## src/rtl/scroll_reader.sv

```systemverilog
// scroll_reader: fetches 16 rows from a frame buffer, one row at a time, and
// presents each row rotated left by a horizontal scroll offset for ROW_HOLD
// cycles. Every FRAMES_PER_STEP complete frames the offset steps by one.
// Optional macro SCROLL_DIR_EN adds a 'dir' input selecting the step
// direction (0 = increment, 1 = decrement); without it the offset increments.
//
// state | meaning
// IDLE  | parked, waiting for enable; row/frame/offset retained
// FETCH | read request to the frame buffer for the current row
// WAIT  | read data arrives; rotated word latched at the end of this cycle
// SHOW  | rotated row presented for ROW_HOLD cycles
module scroll_reader #(
  parameter int unsigned ROW_HOLD        = 16,
  parameter int unsigned FRAMES_PER_STEP = 4
) (
  input  logic        clk,
  input  logic        reset,
  input  logic        enable,
`ifdef SCROLL_DIR_EN
  input  logic        dir,
`endif
  output logic [3:0]  addrb,
  output logic        enb,
  input  logic [15:0] data_out,
  output logic [3:0]  row_sel,
  output logic [15:0] row_data,
  output logic        row_valid,
  output logic        frame_start,
  output logic [3:0]  offset
);

  typedef enum logic [1:0] {S_IDLE, S_FETCH, S_WAIT, S_SHOW} state_t;

  localparam logic [7:0] HOLD_LAST = 8'(ROW_HOLD - 1);
  localparam logic [7:0] FPS_LAST  = 8'(FRAMES_PER_STEP - 1);

  state_t      state_q, state_d;
  logic [3:0]  row_q, row_d;
  logic [7:0]  frame_q, frame_d;
  logic [3:0]  offset_q, offset_d;
  logic [7:0]  hold_q, hold_d;
  logic [3:0]  row_sel_q, row_sel_d;
  logic [15:0] row_data_q, row_data_d;
  logic [15:0] rotated;
  logic        step_down;

`ifdef SCROLL_DIR_EN
  assign step_down = dir;
`else
  assign step_down = 1'b0;
`endif

  // Left rotate of the incoming word; a shift by 16 yields zero so offset 0 is safe.
  always_comb begin
    rotated = (data_out << offset_q) | (data_out >> (5'd16 - {1'b0, offset_q}));
  end

  // State and datapath registers; reset drops straight back to IDLE.
  always_ff @(posedge clk or posedge reset) begin
    if (reset) begin
      state_q    <= S_IDLE;
      row_q      <= '0;
      frame_q    <= '0;
      offset_q   <= '0;
      hold_q     <= '0;
      row_sel_q  <= '0;
      row_data_q <= '0;
    end else begin
      state_q    <= state_d;
      row_q      <= row_d;
      frame_q    <= frame_d;
      offset_q   <= offset_d;
      hold_q     <= hold_d;
      row_sel_q  <= row_sel_d;
      row_data_q <= row_data_d;
    end
  end

  // Next-state logic; the hold timer is a down-counter ending at zero.
  // The offset is latched into row_data only at the end of WAIT, so a new
  // offset cannot leak into a frame already in progress.
  always_comb begin
    state_d    = state_q;
    row_d      = row_q;
    frame_d    = frame_q;
    offset_d   = offset_q;
    hold_d     = hold_q;
    row_sel_d  = row_sel_q;
    row_data_d = row_data_q;
    enb        = 1'b0;
    row_valid  = 1'b0;
    case (state_q)
      S_IDLE: begin
        if (enable) state_d = S_FETCH;
      end
      S_FETCH: begin
        enb     = 1'b1;
        state_d = S_WAIT;
      end
      S_WAIT: begin
        row_data_d = rotated;
        row_sel_d  = row_q;
        hold_d     = HOLD_LAST;
        state_d    = S_SHOW;
      end
      S_SHOW: begin
        row_valid = 1'b1;
        if (hold_q != 8'd0) begin
          hold_d = hold_q - 8'd1;
        end else begin
          row_d = row_q + 4'd1;
          if (row_q == 4'd15) begin
            if (frame_q == FPS_LAST) begin
              frame_d  = '0;
              offset_d = step_down ? (offset_q - 4'd1) : (offset_q + 4'd1);
            end else begin
              frame_d = frame_q + 8'd1;
            end
          end
          state_d = enable ? S_FETCH : S_IDLE;
        end
      end
      default: state_d = S_IDLE;
    endcase
  end

  assign addrb       = row_q;
  assign row_sel     = row_sel_q;
  assign row_data    = row_data_q;
  assign offset      = offset_q;
  assign frame_start = (state_q == S_SHOW) && (row_q == 4'd0) && (hold_q == HOLD_LAST);

endmodule

```

## config.mk

```make
export PLATFORM = sky130hd
export DESIGN_NAME = scroll_reader
export DESIGN_NICKNAME = d
export VERILOG_FILES = /design/src/rtl/scroll_reader.sv
export SDC_FILE = /design/constraint.sdc
export NUM_CORES = 1
export LEC_CHECK = 0
export BUFFER_PORTS_ARGS = -buffer_cell sky130_fd_sc_hd__buf_2
export CAP_MARGIN = 10
export CORE_ASPECT_RATIO = 1.75
export CORE_MARGIN = 2
export CORE_UTILIZATION = 54
export CTS_BUF_LIST = sky130_fd_sc_hd__clkbuf_4 sky130_fd_sc_hd__clkbuf_8
export CTS_CLUSTER_DIAMETER = 40
export CTS_CLUSTER_SIZE = 25
export DETAILED_ROUTE_END_ITERATION = 10
export PLACE_DENSITY = 0.8
export SLEW_MARGIN = 20
export SYNTH_ARGS = -nofsm -noshare
export SYNTH_HDL_FRONTEND = slang
export SYNTH_SLANG_ARGS = --single-unit
```

## constraint.sdc

```tcl
create_clock -name clk -period 2.5 [get_ports clk]
set_input_delay 0.125 -clock clk [delete_from_list [all_inputs] [get_ports clk]]
set_output_delay 0.125 -clock clk [all_outputs]
set_load 0.01 [all_outputs]
```

==> results.md <==
* Worst hold path class: in2reg
* Syn Area/Cell at between 9 and 10 sq um
* Period utilization at 0.9032
* Final setup fails at 0
* CTS Buffer Depth at 2
* Area taken by multi-input logic gates at between 0.002 and 0.0025 sq mm
* RSZ-0062 raised after global routing: false
* Synth Flop Type: dfrtp_1
* Worst Setup Path Type: reg2reg
* CP Capture Type: flip-flop
* Cell count after synthesis at between 300 and 400
* Final instance area at roughly 0.0041 sq mm
* Input/output buffers at 49
* Synthesized cell area at 0.003725 sq mm
* Leakage at ~1.7 nW
* Core Footprint at 0.006756 sq mm
* Boundary pin count at 50
* Met2 Track Usage GR at 0.4813
* Status: finished, final reports clean
* Worst setup margin at roughly 0.24 ns
* Placed cell area at ~0.0040 sq mm
* Max frequency at 0.4429 GHz
* Post-synth ARST share at 1.000
* Count of cell types in the netlist at 72
* Worst vdd ir at 485.9 uV
* Post-DR vias/cell at 6.464
* Dpl cells at around 510
* Fin crit period at roughly 2.3 ns
* Min Hold Slack at 0.02814 ns
* DR pass1 iterations at 5
* Sequential cell area at 0.001152 sq mm
* Pre-CTS setup slack at around 0.26 ns
* Avg WL per Cell at roughly 20 um
* Inserted Diodes at 0
* Largest net degree at the start of global routing at 48
* Reg clk slew, reported paths at 0.09 ns
* DR iter-0 viols at between 200 and 300
* Remaining Overflow, GRT at 0
* DRC Markers at 0
* HPWL Detailed at 7.846 mm
* Worst Path Required at around 2.7 ns
* GRT Resource Usage Total at 0.2879
* Sink Count at 46
* Slew headroom at 0.6052
* Crit path DAT at 2.46 ns
* Global-route wire length before repair at approximately 17 mm
* Initial Util at 0.5513
* Post-synth EDFFs at 0
* CTS Hold Bufs at 1
* Num rows at 40
* YS warnings at 0
* Final ANT Viol Nets at 0
* Met3 Usage GRT at 0.04339
* Met1 Usage GRT at 0.3227
* Layout cell share with drive strength beyond 1 at 0.2668
* Synth Net Count at 411
* Max-Cap Viols at 0
* Initial antenna violation count at 0
* Yosys top cell area share at 0.3090
* Synthesized flop and latch total at 46
* Post-CTS Setup Bufs at 0
* Vias at between 3000 and 4000
* Number of buffers created by CTS at 5
* PostCTS Resize Cnt at 0
* Clk Latency, worst-skew pair at a little over 0.3 ns
* Die height at 113.9 um
* CP max FO at 11
* Worst-margin pin slew at 0.5846 ns
* Leading area contributor after synthesis: dfrtp_1
* Final nets at between 400 and 500
* Area Growth Syn to Fin at 10.68%
* Vias in the first global route at 3321
* Placer Congestion at a little under 1
* Fin Setup TNS at 0 ns
* Dominant cells by area after synthesis: dfrtp_1 31%, mux2i_1 7.8%, mux4_2 6.0%
* Layout Cells excl Fill at between 500 and 600
* Filler Cell Count at 579
* Clock Skew at slightly below 0.008 ns
* Drt total wl at 10.38 mm
* Register area share after synthesis at 0.3090
* Pwr dens at 667.6 mW/mm^2
* Die Width at roughly 67 um
* Gr busiest metal: met2
* Startpoint Class: flip-flop
* Final Max Tran Viols at 0
* Htree depth at 2
* Die ar. at ~0.0076 sq mm
* Final hold violations at 0
* CTS tree: yes
* Clk root buf: clkbuf_8
==> kinds of logic after synthesis <==
kind of cell / Yosys count / synth area share
simple gates: 125 / 0.1723
compound gates: 84 / 0.1622
mux: 57 / 0.2120
flops: 46 / 0.3090
buf+inv: 42 / 0.07121
xor+xnor: 14 / 0.03292
fa+ha+maj: 12 / 0.04031
==> cells in the mapped netlist (3+ instances only) <==
library cell,n
a211oi_1,4
mux2i_1,29
xnor2_1,8
nand2_1,34
dfrtp_1,46
nand2b_1,9
mux4_1,4
buf_4,3
buf_2,6
xor2_1,6
o22a_1,7
and3_1,4
o32a_1,3
clkbuf_8,4
inv_1,16
ha_1,12
a21oi_1,12
nand3_1,10
nor3_1,7
mux4_2,10
clkbuf_1,6
mux2_2,13
o21ai_0,22
nand4_1,4
a31oi_1,4
nor2_1,35
==> final timing paths <==
kind,startpoint,cells after the start,slack (ns),end
setup / recovery,offset[0]$_DFFE_PP0P_,8,0.24,row_data[1]$_DFFE_PP0P_
setup reg to reg,offset[0]$_DFFE_PP0P_,8,0.24,row_data[1]$_DFFE_PP0P_
hold reg to reg,frame_q[7]$_DFFE_PP0P_,1,0.49,frame_q[7]$_DFFE_PP0P_
min in group asynchronous,reset,3,0.36,state_q[0]$_DFFE_PP0P_
hold / removal,enable,3,0.03,state_q[0]$_DFFE_PP0P_
max in group asynchronous,reset,4,1.57,hold_q[4]$_DFFE_PP0P_
==> registers in the layout, summed over array words and instances (netlist names) <==
name      flops
addrb         4
frame_q       8
hold_q        8
offset        4
row_data     16
row_sel       4
state_q       2
==> worst max-delay path, cell delays in order, from the launching register on <==
cell and delay (ns):
dfrtp_2 0.43, inv_1 0.13, ha_1 0.34, xor2_1 0.11, buf_4 0.19, and3_1 0.21, o32ai_2 0.31, nor2b_1 0.08
o32a_1 0.35
==> where the power goes <==
group          internal [mW]  switching (mW)
registers              0.942           0.160
clock network          0.197           0.269
logic                  0.514           0.671
==> stage by stage <==
step                        util  power [mW]
after floorplan                -       1.826
after global placement    0.5954       2.257
after detailed placement  0.5954       2.292
after CTS                 0.6102       2.765
after global routing      0.6102       2.934
final                     0.6102       2.752
==> cell type report <==
| class | count | area share |
|---|---|---|
| clock buffers | 5 | 0.01669 |
| clock inverters | 3 | 0.005159 |
| inverters | 17 | 0.01548 |
| multi-input cells | 292 | 0.5599 |
| flip-flops and latches | 46 | 0.2795 |
| well taps | 84 | 0.02549 |
| repair buffers | 68 | 0.09772 |
==> cells in the final DEF, fill, tap and decap left out, types with 5 or more instances in the layout <==
cell,instances
nor3_1,7
dfrtp_1,45
clkbuf_8,5
xor2_1,6
a21oi_1,12
mux2_2,13
ha_1,12
buf_4,17
nor2_1,35
nand2_1,34
o22a_1,7
mux2i_1,29
xnor2_1,8
inv_1,15
mux4_2,10
o21ai_0,22
buf_2,49
nand2b_1,9
nand3_1,10
==> routing by layer <==
| layer | vias up | wire length (um) |
|---|---|---|
| li1 | 1502 | - |
| met1 | 1616 | 3741 |
| met2 | 157 | 5315 |
| met3 | 54 | 525 |
| met4 | 0 | 800 |
| met5 | - | 0 |
No activity file was read; power rests on OpenSTA's default activity.
